[config.mk]
export PLATFORM = sky130hd
export DESIGN_NAME = sb_tx_arbiter
export DESIGN_NICKNAME = d
export VERILOG_FILES = /design/src/rtl/sb_tx_arbiter_pkg.sv /design/src/rtl/sb_rr_picker.sv /design/src/rtl/sb_tx_arbiter.sv
export SDC_FILE = /design/constraint.sdc
export NUM_CORES = 1
export LEC_CHECK = 0
export CELL_PAD_IN_SITES_DETAIL_PLACEMENT = 1
export CELL_PAD_IN_SITES_GLOBAL_PLACEMENT = 1
export CORE_MARGIN = 2
export CORE_UTILIZATION = 43
export CTS_CLUSTER_SIZE = 25
export DETAILED_ROUTE_END_ITERATION = 12
export DONT_BUFFER_PORTS = 1
export GPL_TIMING_DRIVEN = 1
export PLACE_DENSITY_LB_ADDON = 0.25
export SYNTH_ARGS = -nofsm -noshare
export SYNTH_HDL_FRONTEND = slang
export SYNTH_SLANG_ARGS = --single-unit
[constraint.sdc]
create_clock -name clk_100MHz -period 2.3 [get_ports clk_100MHz]
set_input_delay 0.345 -clock clk_100MHz [delete_from_list [all_inputs] [get_ports clk_100MHz]]
set_output_delay 0.345 -clock clk_100MHz [all_outputs]
set_load 0.02 [all_outputs]
[src/rtl/sb_tx_arbiter_pkg.sv]
// ============================================================================
// sb_tx_arbiter_pkg : sideband message types and arbiter state encoding
// Revision: 1.0
// ============================================================================
`default_nettype none

package sb_tx_arbiter_pkg;

    typedef enum logic [7:0] {
        MSG_NONE                   = 8'h00,
        SBINIT_out_of_reset        = 8'h01,
        SBINIT_done_req            = 8'h02,
        SBINIT_done_resp           = 8'h03,
        MBINIT_PARAM_config_req    = 8'h10,
        MBINIT_PARAM_config_resp   = 8'h11,
        MBTRAIN_VALVREF_start_req  = 8'h20,
        MBTRAIN_VALVREF_start_resp = 8'h21
    } msg_num_t;

    typedef enum logic [4:0] {
        OPC_NONE       = 5'h00,
        OPC_MSG_NODATA = 5'h12,
        OPC_MSG_DATA   = 5'h1B
    } opcode_t;

    typedef struct packed {
        msg_num_t    msg_num;
        opcode_t     opcode;
        logic [15:0] msg_info;
    } SB_msg_t;

    typedef enum logic [1:0] {
        ARB_IDLE        = 2'd0,
        ARB_WAIT_ACCEPT = 2'd1,
        ARB_WAIT_DONE   = 2'd2
    } sb_arb_state_t;

    function automatic SB_msg_t reset_SB_msg();
        SB_msg_t m;
        m.msg_num  = MSG_NONE;
        m.opcode   = OPC_NONE;
        m.msg_info = '0;
        return m;
    endfunction

endpackage

`default_nettype wire

[src/rtl/sb_rr_picker.sv]
// ============================================================================
// sb_rr_picker : combinational round-robin picker, first set bit from ptr_i
// Revision: 1.0
// ============================================================================
`default_nettype none

module sb_rr_picker #(
    parameter int  N_REQ = 4,
    localparam int IDX_W = $clog2(N_REQ)
) (
    input  logic [N_REQ-1:0] req_i,
    input  logic [IDX_W-1:0] ptr_i,
    output logic [IDX_W-1:0] grant_o,
    output logic             any_valid_o
);

    logic [IDX_W:0] w_idx;
    logic           w_found;

    always_comb begin
        grant_o = ptr_i;
        w_found = 1'b0;
        w_idx   = '0;
        for (int k = 0; k < N_REQ; k++) begin
            // Wrap explicitly so non-power-of-two N_REQ stays in range
            w_idx = {1'b0, ptr_i} + (IDX_W+1)'(k);
            if (w_idx >= (IDX_W+1)'(N_REQ)) begin
                w_idx = w_idx - (IDX_W+1)'(N_REQ);
            end
            if (!w_found && req_i[w_idx[IDX_W-1:0]]) begin
                grant_o = w_idx[IDX_W-1:0];
                w_found = 1'b1;
            end
        end
    end

    assign any_valid_o = |req_i;

endmodule

`default_nettype wire

[src/rtl/sb_tx_arbiter.sv]
// ============================================================================
// sb_tx_arbiter : round-robin sharing of the sideband TX serializer
// Revision: 1.0
// ============================================================================
`default_nettype none

module sb_tx_arbiter
    import sb_tx_arbiter_pkg::*;
#(
    parameter int  N_REQ          = 4,
    parameter int  ACCEPT_TIMEOUT = 16,
    localparam int CNT_W          = $clog2(ACCEPT_TIMEOUT+1),
    localparam int IDX_W          = $clog2(N_REQ)
) (
    input  logic                   clk_100MHz,
    input  logic                   reset,
    input  logic                   enable_i,
    input  logic                   flush_i,
    input  SB_msg_t [N_REQ-1:0]    req_msg_i,
    input  logic [N_REQ-1:0][63:0] req_data_i,
    input  logic [N_REQ-1:0]       req_valid_i,
    output logic [N_REQ-1:0]       req_pending_o,
    output logic [N_REQ-1:0]       req_done_o,
    output logic [N_REQ-1:0]       req_overwrite_o,
    output SB_msg_t                SB_TX_msg_o,
    output logic [63:0]            SB_TX_dataBus_o,
    output logic                   SB_TX_msg_valid_o,
    input  logic                   SB_TX_msg_sendNextFlag_i,
    output logic                   issue_timeout_o
);

    sb_arb_state_t            state_q, state_d;
    logic [N_REQ-1:0]         full_q, full_d;
    SB_msg_t [N_REQ-1:0]      slot_msg_q, slot_msg_d;
    logic [N_REQ-1:0][63:0]   slot_data_q, slot_data_d;
    logic [IDX_W-1:0]         grant_q, grant_d;
    logic [IDX_W-1:0]         rr_q, rr_d;
    logic [CNT_W-1:0]         cnt_q, cnt_d;
    logic                     flushed_q, flushed_d;
    SB_msg_t                  msg_q, msg_d;
    logic [63:0]              data_q, data_d;
    logic                     valid_q, valid_d;
    logic [N_REQ-1:0]         ovw_q, ovw_d;
    logic                     to_q, to_d;

    logic [IDX_W-1:0]         w_pick;
    logic                     w_any;
    logic [IDX_W:0]           w_pick_inc;
    logic [IDX_W-1:0]         w_rr_next;
    logic [CNT_W-1:0]         w_cnt_inc;
    logic                     w_issue;
    logic [N_REQ-1:0]         w_grant_oh;

    sb_rr_picker #(
        .N_REQ (N_REQ)
    ) u_picker (
        .req_i       (full_q),
        .ptr_i       (rr_q),
        .grant_o     (w_pick),
        .any_valid_o (w_any)
    );

    assign w_pick_inc = {1'b0, w_pick} + (IDX_W+1)'(1);
    assign w_rr_next  = (w_pick_inc == (IDX_W+1)'(N_REQ)) ? '0 : w_pick_inc[IDX_W-1:0];
    assign w_cnt_inc  = cnt_q + CNT_W'(1);
    assign w_issue    = (state_q == ARB_IDLE) && enable_i && SB_TX_msg_sendNextFlag_i
                        && w_any && !flush_i;

    always_comb begin
        w_grant_oh          = '0;
        w_grant_oh[grant_q] = 1'b1;
    end

    always_comb begin
        state_d     = state_q;
        full_d      = full_q;
        slot_msg_d  = slot_msg_q;
        slot_data_d = slot_data_q;
        grant_d     = grant_q;
        rr_d        = rr_q;
        cnt_d       = cnt_q;
        flushed_d   = flushed_q;
        msg_d       = msg_q;
        data_d      = data_q;
        valid_d     = 1'b0;
        ovw_d       = '0;
        to_d        = 1'b0;

        case (state_q)
            ARB_IDLE: begin
                if (w_issue) begin
                    valid_d        = 1'b1;
                    msg_d          = slot_msg_q[w_pick];
                    data_d         = slot_data_q[w_pick];
                    full_d[w_pick] = 1'b0;
                    grant_d        = w_pick;
                    rr_d           = w_rr_next;
                    cnt_d          = '0;
                    flushed_d      = 1'b0;
                    state_d        = ARB_WAIT_ACCEPT;
                end
            end
            ARB_WAIT_ACCEPT: begin
                if (!SB_TX_msg_sendNextFlag_i) begin
                    state_d = ARB_WAIT_DONE;
                    cnt_d   = '0;
                end else if (w_cnt_inc == CNT_W'(ACCEPT_TIMEOUT)) begin
                    to_d    = 1'b1;
                    state_d = ARB_IDLE;
                    cnt_d   = '0;
                    // A refilled slot holds a newer message, so the lost one is dropped
                    if (!flushed_q && !full_q[grant_q]) begin
                        full_d[grant_q]      = 1'b1;
                        slot_msg_d[grant_q]  = msg_q;
                        slot_data_d[grant_q] = data_q;
                    end
                end else begin
                    cnt_d = w_cnt_inc;
                end
            end
            ARB_WAIT_DONE: begin
                if (SB_TX_msg_sendNextFlag_i) begin
                    state_d = ARB_IDLE;
                end
            end
            default: state_d = ARB_IDLE;
        endcase

        if (flush_i && (state_q != ARB_IDLE)) begin
            flushed_d = 1'b1;
        end

        // Captures come last so they win over both issue-clear and restore
        if (flush_i) begin
            full_d = '0;
        end else begin
            for (int i = 0; i < N_REQ; i++) begin
                if (req_valid_i[i]) begin
                    if (full_q[i] && !(w_issue && (w_pick == IDX_W'(i)))) begin
                        ovw_d[i] = 1'b1;
                    end
                    full_d[i]      = 1'b1;
                    slot_msg_d[i]  = req_msg_i[i];
                    slot_data_d[i] = req_data_i[i];
                end
            end
        end
    end

    always_ff @(posedge clk_100MHz) begin
        if (reset) begin
            state_q     <= ARB_IDLE;
            full_q      <= '0;
            slot_msg_q  <= '0;
            slot_data_q <= '0;
            grant_q     <= '0;
            rr_q        <= '0;
            cnt_q       <= '0;
            flushed_q   <= 1'b0;
            msg_q       <= reset_SB_msg();
            data_q      <= '0;
            valid_q     <= 1'b0;
            ovw_q       <= '0;
            to_q        <= 1'b0;
        end else begin
            state_q     <= state_d;
            full_q      <= full_d;
            slot_msg_q  <= slot_msg_d;
            slot_data_q <= slot_data_d;
            grant_q     <= grant_d;
            rr_q        <= rr_d;
            cnt_q       <= cnt_d;
            flushed_q   <= flushed_d;
            msg_q       <= msg_d;
            data_q      <= data_d;
            valid_q     <= valid_d;
            ovw_q       <= ovw_d;
            to_q        <= to_d;
        end
    end

    assign req_pending_o     = full_q | ((state_q != ARB_IDLE) ? w_grant_oh : '0);
    assign req_done_o        = (!reset && (state_q == ARB_WAIT_DONE) && SB_TX_msg_sendNextFlag_i)
                               ? w_grant_oh : '0;
    assign req_overwrite_o   = ovw_q;
    assign SB_TX_msg_o       = msg_q;
    assign SB_TX_dataBus_o   = data_q;
    assign SB_TX_msg_valid_o = valid_q;
    assign issue_timeout_o   = to_q;

endmodule

`default_nettype wire

; After elaboration in Yosys (flattened, before gate mapping)
; Index checks and enable logic that the tools add are counted.
[word_totals]
out_inout_bits = 107
input_bits = 381
elab_cells = 234
regBits = 487
[op_classes]
eq_ne = 26
addsub = 9
bitwise = 11
reduce_logical = 58
magnitude_cmp = 12
muxes = 83
[op_table]
columns = op, count
row1 = 256-bit 2-to-1 mux, 5
row2 = 116-bit 2-to-1 mux, 5
row3 = 64-bit 2-to-1 mux, 6
row4 = 256-bit bitwise mux, 1
row5 = 29-bit 2-to-1 mux, 6
row6 = 64-bit binary-select mux with 2-bit select, 1
row7 = 64-bit demux with 2-bit select, 1
row8 = 116-bit bitwise mux, 1
row9 = 29-bit binary-select mux with 2-bit select, 1
row10 = 29-bit demux with 2-bit select, 1
row11 = "3-bit != test, second input constant", 17
row12 = 2-bit 2-to-1 mux, 13
row13 = 4-bit 2-to-1 mux, 6
row14 = 1-bit 2-to-1 mux, 23
row15 = 1-bit logical AND, 21
row16 = 5-bit AND reduction, 4
row17 = "2-bit by 3-bit less-than comparator with 1-bit output, second input constant", 6
row18 = 5-bit 2-to-1 mux, 3
row19 = 3-bit OR reduction, 5
row20 = 3-bit nonzero test, 4
row21 = 1-bit logical NOT, 11
row22 = 1-bit binary-select mux with 2-bit select, 5
row23 = 5-bit case mux with 2 select lines, 1
row24 = "3-bit greater-or-equal comparator, second input constant", 3
row25 = other kinds (24), 49

; Depth between registers and ports, before layout
; Gate-level depths: netlist of run 1.
[logic_depth]
depth_word = 23
depth_mapped = 12
depth_no_buf = 8

; Modules after synthesis
; From an unflattened synthesis of run 1, not the netlist that was laid out.
[unflattened]
hier_cells = 3377
area_unflattened_um2 = 28361.0
[by_module_without_submodules]
columns = mod, n_inst, cells_per_inst, area_each_um2, seq_area_each_um2
row1 = sb_tx_arbiter, 1, 3361, 28264.6, 9749.4
row2 = sb_rr_picker, 1, 16, 96.3, 0.0

; Worst setup path before layout of run 1
; OpenSTA, ideal clock, no wires.
[synth_timing]
path_kind = register -> register
from = reg full_q[0]
to = reg ovw_q[3], in the netlist req_overwrite_o[3]
arrival_time_ns = 2.007
synth_period_minus_slack_ns = 2.122
path_slack_ns = 0.178
path_stages_with_launch = 10
required_ns = 2.186
path_buffers = 4
setup_time_ns = 0.114
path_cell_list = dfxtp_1 > clkbuf_1 > inv_1 > and3_1 > o221a_2 > buf_4 > buf_2 > buf_2 > ha_1 > a2111oi_0
[synth_via]
elab_chain_cells = 17
word_cells_on_any_way = 29
cone_classes = eq/ne: 1 / mux: 16 / reduce/logical: 12
[synth_lines]
columns = element, line_no
row1 = from (decl), sb_tx_arbiter.sv:33  ; logic [N_REQ-1:0] full_q, full_d;
row2 = from (signal assigned), sb_tx_arbiter.sv:167  ; full_q <= full_d;
row3 = 1-bit binary-select mux with 2-bit select, sb_rr_picker.sv:30  ; if (!w_found && req_i[w_idx[IDX_W-1:0]]) begin
row4 = 1-bit 2-to-1 mux (implied by the code), sb_rr_picker.sv:30
row5 = 1-bit 2-to-1 mux, sb_rr_picker.sv:30
row6 = 1-bit logical NOT, sb_rr_picker.sv:30
row7 = 1-bit logical AND, sb_rr_picker.sv:30
row8 = 1-bit 2-to-1 mux, sb_rr_picker.sv:30
row9 = 1-bit logical NOT, sb_rr_picker.sv:30
row10 = 1-bit logical AND, sb_rr_picker.sv:30
row11 = (+2 left out), -
row12 = 1-bit logical AND, sb_rr_picker.sv:30
row13 = 2-bit 2-to-1 mux *, sb_rr_picker.sv:30
row14 = net u_picker.grant_o[0], sb_rr_picker.sv:13  ; output logic [IDX_W-1:0] grant_o,
row15 = 2-bit == test *, sb_tx_arbiter.sv:139  ; if (full_q[i] && !(w_issue && (w_pick == IDX_W'(i)))) begin
row16 = 1-bit logical AND *, sb_tx_arbiter.sv:139
row17 = 1-bit logical NOT *, sb_tx_arbiter.sv:139
row18 = 1-bit logical AND *, sb_tx_arbiter.sv:139
row19 = 1-bit 2-to-1 mux *, sb_tx_arbiter.sv:139
row20 = to (signal assigned), sb_tx_arbiter.sv:177  ; ovw_q <= ovw_d;
row21 = to (decl), sb_tx_arbiter.sv:43  ; logic [N_REQ-1:0] ovw_q, ovw_d;
; Mark *: on every way through the listed nets, which the timed path passes. The rest lies on a longest branch. The select of a mux whose other input is x is not followed.
; A chain may end at the register's enable or synchronous reset.

; Final worst setup path of run 1
[layout_timing]
from = in reset
to = out req_done_o[0]
[layout_via]
elab_chain_cells = 4
[layout_lines]
columns = element, line_no
row1 = from (decl), sb_tx_arbiter.sv:16  ; input logic reset,
row2 = 1-bit logical NOT, sb_tx_arbiter.sv:183  ; assign req_done_o = (!reset && (state_q == ARB_WAIT_DONE) && SB_TX_msg_sendNextFlag_i)
row3 = 1-bit logical AND (2 in a row), sb_tx_arbiter.sv:183
row4 = 4-bit 2-to-1 mux, sb_tx_arbiter.sv:184  ; ? w_grant_oh : '0;
row5 = to (decl), sb_tx_arbiter.sv:23  ; output logic [N_REQ-1:0] req_done_o,
; No other way between the ends.

==> results of run 1 <==
[routing by layer]
layer  track usage  routed length, um  vias to the layer above
li1              -                  -                     9716
met1         0.384              37300                    10883
met2         0.504              42600                      813
met3        0.0693               6640                      208
met4         0.119               3360                        2
met5             0                 14                        -
[area by class of cell]
cell class                 count  area (um^2)  area share
clock buffer                  81         1650      0.0618
sequential                   487         9760       0.367
antenna                        8         20.0    0.000751
inverter                      10         37.5     0.00141
tap                          688          861      0.0323
timing repair buffer         154         2020      0.0757
multi-input combinational   1995        12100       0.453
clock inverter                14          225     0.00845
[kinds of logic (layout without fill, tap and decap cells)]
group                      after synthesis  in the layout  share of synthesized area
AOI/OAI and AO/OA                      509            509                      0.210
xor gates and xnor gates                 1              1                   0.000382
adders and majority gates                5              5                    0.00272
buffers and inverters                  278            259                     0.0594
DFF                                    487            487                      0.425
muxes                                  188            188                     0.0820
other                                    0              8                          0
and+or+nand+nor                       1292           1292                      0.221
[power groups by stage]
stage	combinational, mW	sequential, mW	clock, mW
floorplan	1.33	9.27	0
global placement	1.63	9.34	0
detailed placement	1.71	9.37	0
CTS	1.76	9.19	9.36
global route	2.01	9.24	9.71
finish	1.85	9.20	9.27
[stage by stage]
stage               worst slack, ps  instances   util  power [mW]  area [um^2]
floorplan                       178       2760      -        10.6        23000
global placement                130       3261  0.451        11.0        23800
detailed placement            -84.6       3261  0.451        11.1        23800
CTS                           -29.5       3386  0.494        20.3        26000
global route                  -65.3       3435  0.506        21.0        26600
finish                         -301       3437  0.506        20.3        26600
[worst max-delay path: stages]
cell and delay (ps):
or4bb_4 940, nor3_4 210, buf_6 150
[path summary, 6_finish.rpt]
path / slack [ps] / end / start
worst max-delay path: -300 / req_done_o[0] / reset
worst min register to register: 480 / slot_msg_q[48] / slot_msg_q[48]
worst min-delay path: -150 / slot_data_q[82] / reset
worst max register to register: -90 / grant_q[0] / state_q[1]
[sequential cells by signal, summed over array words and instances, names as in the netlist]
signal / count
SB_TX_msg_valid_o: 1
SB_TX_dataBus_o: 64
slot_msg_q: 116
full_q: 4
flushed_q: 1
issue_timeout_o: 1
req_overwrite_o: 4
state_q: 2
cnt_q: 5
rr_q: 2
slot_data_q: 256
SB_TX_msg_o: 29
grant_q: 2
[repair_timing]
item / 4_1_cts / 5_1_grt
hold endpoints to repair: 394 / 382
endpoints found under the setup margin: 92 / 176
setup buffers: 5 / 2
gates cloned: 1 / 3
pin swaps: 3 / 5
resized for setup: 20 / 33
hold buffers: 24 / 38
[placed cells by master (no fill, tap or decap), types with 14 or more instances in the layout]
cell type      count
dlygate4sd3_1     62
mux2i_1          186
o221ai_2          70
dfxtp_1          479
nand2_1          854
buf_12            42
buf_4             36
a311oi_1         358
nor2_1           388
o221ai_1          23
clkbuf_16         60
a311oi_2          14
==> summary.txt, run 1 <==
Synthesis
  – Top post-synthesis cells by area: dfxtp_1 (42%), a311oi_1 (14%), nand2_1 (14%)
  – Post-synth EDFFs: 0
  – Seq cells post-synth: ~490
  – Ys flop type: dfxtp_1
  – Sequential element share of the synthesized area: 0.425
  – Avg Inst Size Synth: 8.32 um^2
  – Yosys warning count: 0
  – Most common cell in the netlist: nand2_1
  – Synth Net Count: 3146
  – Yosys top cell by area: dfxtp_1
  – Yosys top cell area share: 0.425
  – Synth cell types: 46
  – Post-synth ARST share: 0
  – Synthesized cell area: around 23000 um^2
  – Commonest cells post-synth: nand2_1 (854), dfxtp_1 (487), nor2_1 (390)
  – Synthesized instance count: 2760

Pwr
  – Flop pwr share: 0.453
  – Internal power: 15.3 mW
  – Comb power frac: 0.091
  – Peak supply drop: 595 uV
  – NetSw: 5.07 mW
  – Power Dens Cells: 763 nW/um^2
  – Sw Share: 0.250
  – Clock network power share: 0.456
  – Leakage: 8.85 nW

STA
  – Rel. slew slack: 0.0319
  – Max Freq: between 300 and 400 MHz
  – RSZ-0062 raised after global routing: yes
  – WHS: -150 ps
  – Final Hold Viols: 266
  – Final setup fails: 5
  – Final slew viol count: 0
  – Fin crit share: 1.13
  – Clock skew: 17.2 ps
  – Worst-margin pin slew: 1450 ps
  – Post-route setup TNS: -1180 ps
  – Tmin final: 2600 ps
  – Crit path setup slack, layout: -301 ps

Worst setup path
  – Req. time, crit path: 1960 ps
  – CP Data Arrival Time: 2260 ps
  – Crit-path max FO: between 300 and 400
  – CP startpoint kind: input pin
  – CP endpoint kind: output port
  – Reg2Reg Depth: 6
  – Critical path class: in2out

Clock network
  – CTS max path bufs: 3
  – Clock Sinks: 487
  – Clk Latency, worst-skew pair: 610 ps
  – TritonCTS clock tree: done
  – Total CTS buffers: 54
  – CTS H-tree lvls: 2
  – Clk root buf: clkbuf_16
  – Clk pin slew, worst setup/hold paths: approximately 60 ps

Job
  – Number of max-cap violations: 0

Floorplan
  – FP Rows: 84
  – Core box area: 52700 um^2
  – Die H: 235 um
  – Top-Level Pins: 488
  – DIE WIDTH: 235 um
  – Initial cell density of the core: 0.436
  – Die Footprint: ~55000 um^2

Route
  – Final WL: 89.9 mm
  – Final antenna-violating net count: 0
  – Vias per Instance: about 6.3
  – DRC: 0
  – Via Count: 21622
  – DRT Pass-1 Iters: 5
  – DRT iter0 DRCs: 1443
  – WL/cell: 26.2 um

Layout
  – Layout cell share with drive strength beyond 1: 0.111
  – Final-stage net count: 3088
  – Syn-to-layout area delta: 16.0%
  – Fillers: ~6000

Worst hold path
  – Tightest Hold Check Type: in2reg
  – Hold Path Depth: 1

Outcome
  – Status: finished, violations left
  – Failing checks: negative hold slack, negative setup slack

Place
  – IO Port Bufs: 0
  – Post-DP HPWL: 55.0 mm
  – Gpl congestion: approximately 0.82

Global routing
  – Total track usage: 0.304
  – Vias in the first global route: 22410
  – Largest net degree at the start of global routing: 394
  – Global-route wire length before repair: roughly 130 mm
  – Initial antenna violation count: 8
  – GRT Residual Overflow: 0
No activity file was read; power rests on OpenSTA's default activity.
==> inputs of run 2 (changes only) <==
- CORE_UTILIZATION: 43 -> 47
- clock period: 2.3 -> 2.95 ns (I/O delays scaled with it)
==> summary.txt, run 2 (same netlist as run 1, synthesis figures left out) <==
Outcome
  – Status: finished, violations left
  – Failing checks: negative setup slack

Worst hold path
  – Hold Path Depth: 2
  – HP Start: req_data_i[182]
  – Tightest Hold Check Type: in2reg

Layout
  – Area of the multi-input gates: 11900 um^2
  – Fillers: 5624
  – Register area: roughly 9700 um^2
  – Commonest non-fill, non-tap cell in the layout: nand2_1
  – Most frequent cells in the layout: nand2_1 (854), dfxtp_1 (487), nor2_1 (389)
  – Max reg flops: 256
  – Layout cell share with drive strength beyond 1: 0.0853
  – Syn-to-layout area delta: 9.92%
  – Most flop-heavy register: slot_data_q
  – Final-stage net count: 3006

STA
  – Tmin final: 3010 ps
  – Max Freq: 332 MHz
  – Final Hold Viols: 0
  – Final setup fails: 3
  – RSZ-0062 raised after global routing: no
  – Fin crit share: 1.02
  – Worst-margin pin slew: 1490 ps
  – Rel. slew slack: 0.00365
  – Clock skew: 16.7 ps
  – Crit path setup slack, layout: -60.0 ps
  – WHS: 11.5 ps
  – Final slew viol count: 0

Route
  – DRC: 0
  – WL/cell: roughly 27 um
  – DRT Pass-1 Iters: 5
  – Via Count: 21385
  – Final antenna-violating net count: 0
  – Final WL: 88.2 mm
  – Vias per Instance: roughly 6.5
  – DRT iter0 DRCs: 1461

Clock network
  – Clock Sinks: roughly 490
  – Total CTS buffers: 53
  – # Post-CTS Setup Buffers: 0
  – CTS H-tree lvls: 2
  – CTS max path bufs: 3
  – Clk Latency, worst-skew pair: 610 ps
  – TritonCTS clock tree: done
  – Clk pin slew, worst setup/hold paths: 60 ps
  – Clk root buf: clkbuf_16

Worst setup path
  – CP bufs+invs: 0
  – Reg-to-Reg Start: state_q[1]
  – WP depth: 2
  – Worst Setup SP: reset
  – CP startpoint kind: input pin
  – Req. time, crit path: 2510 ps
  – CP endpoint kind: output port
  – Sequence of cells on the critical path: or4bb_1 > nor2_1
  – Critical path class: in2out
  – CP Data Arrival Time: 2570 ps
  – Reg2Reg Depth: 6
  – Cell family with most CP delay: simple AND/OR/NAND/NOR gates
  – Crit-path slowest cell: or4bb_1
  – Crit-path max FO: 302
  – CP max stage delay: 960 ps

Floorplan
  – Die Footprint: 50600 um^2
  – DIE WIDTH: 225 um
  – Initial cell density of the core: 0.479
  – Die H: ~230 um
  – Top-Level Pins: 488
  – FP Rows: 80
  – Core box area: 47900 um^2

Global routing
  – Initial antenna violation count: 16
  – Total track usage: 0.336
  – GRT Residual Overflow: 0
  – Largest net degree at the start of global routing: 394
  – Vias in the first global route: about 22000
  – Global-route wire length before repair: 133 mm

Place
  – IO Port Bufs: 0
  – Post-DP HPWL: 53.7 mm
  – Dpl ws: roughly 220 ps
  – Gpl congestion: 0.840

Pwr
  – Peak supply drop: around 450 uV
  – Power Dens Cells: approximately 610 nW/um^2
  – Tot Pwr: ~15 mW
  – Leakage: 8.30 nW

Job
  – Number of max-cap violations: 0
run 2: metal layers:
layer | GRT usage | part of all wire | routed length [um]
met5 | 0 | 0.00015 | 13
met1 | 0.411 | 0.40 | 35500
met3 | 0.0902 | 0.087 | 7660
met4 | 0.151 | 0.039 | 3480
met2 | 0.553 | 0.47 | 41600
run 2: path summary, 6_finish.rpt:
check | end | slack [ps]
worst max-delay path | req_done_o[3] | -60
worst min-delay path | slot_data_q[182] | 10
worst max register to register | slot_data_q[157] | 70
worst min register to register | slot_data_q[131] | 480
run 2: cell type report:
class / instances / share of cell area
inverter: 10 / 0.00149
timing repair buffer: 73 / 0.0366
multi-input combinational: 1995 / 0.472
clock inverter: 10 / 0.00610
antenna: 18 / 0.00178
sequential: 487 / 0.386
clock buffer: 85 / 0.0650
tap: 615 / 0.0305
run 2: power by group:
| part | internal, mW | switching [mW] |
|---|---|---|
| logic | 0.517 | 0.801 |
| registers | 6.93 | 0.238 |
| clock network | 4.13 | 2.81 |
| total | 11.6 | 3.85 |
run 2: what timing repair did:
item                                    4_1_cts  5_1_grt
hold buffers                                 16        1
endpoints found under the hold margin       309       92
gates resized for setup                       0        1
endpoints found under the setup margin        0        1
run 2: metrics by stage:
step,cells,setup TNS [ps],instance area (um^2),util
after floorplan,2760,0,23000,-
after global placement,3163,0,23200,0.484
after detailed placement,3163,0,23200,0.484
after CTS,3274,0,25200,0.525
after global routing,3287,0,25200,0.526
final,3293,-128,25200,0.526
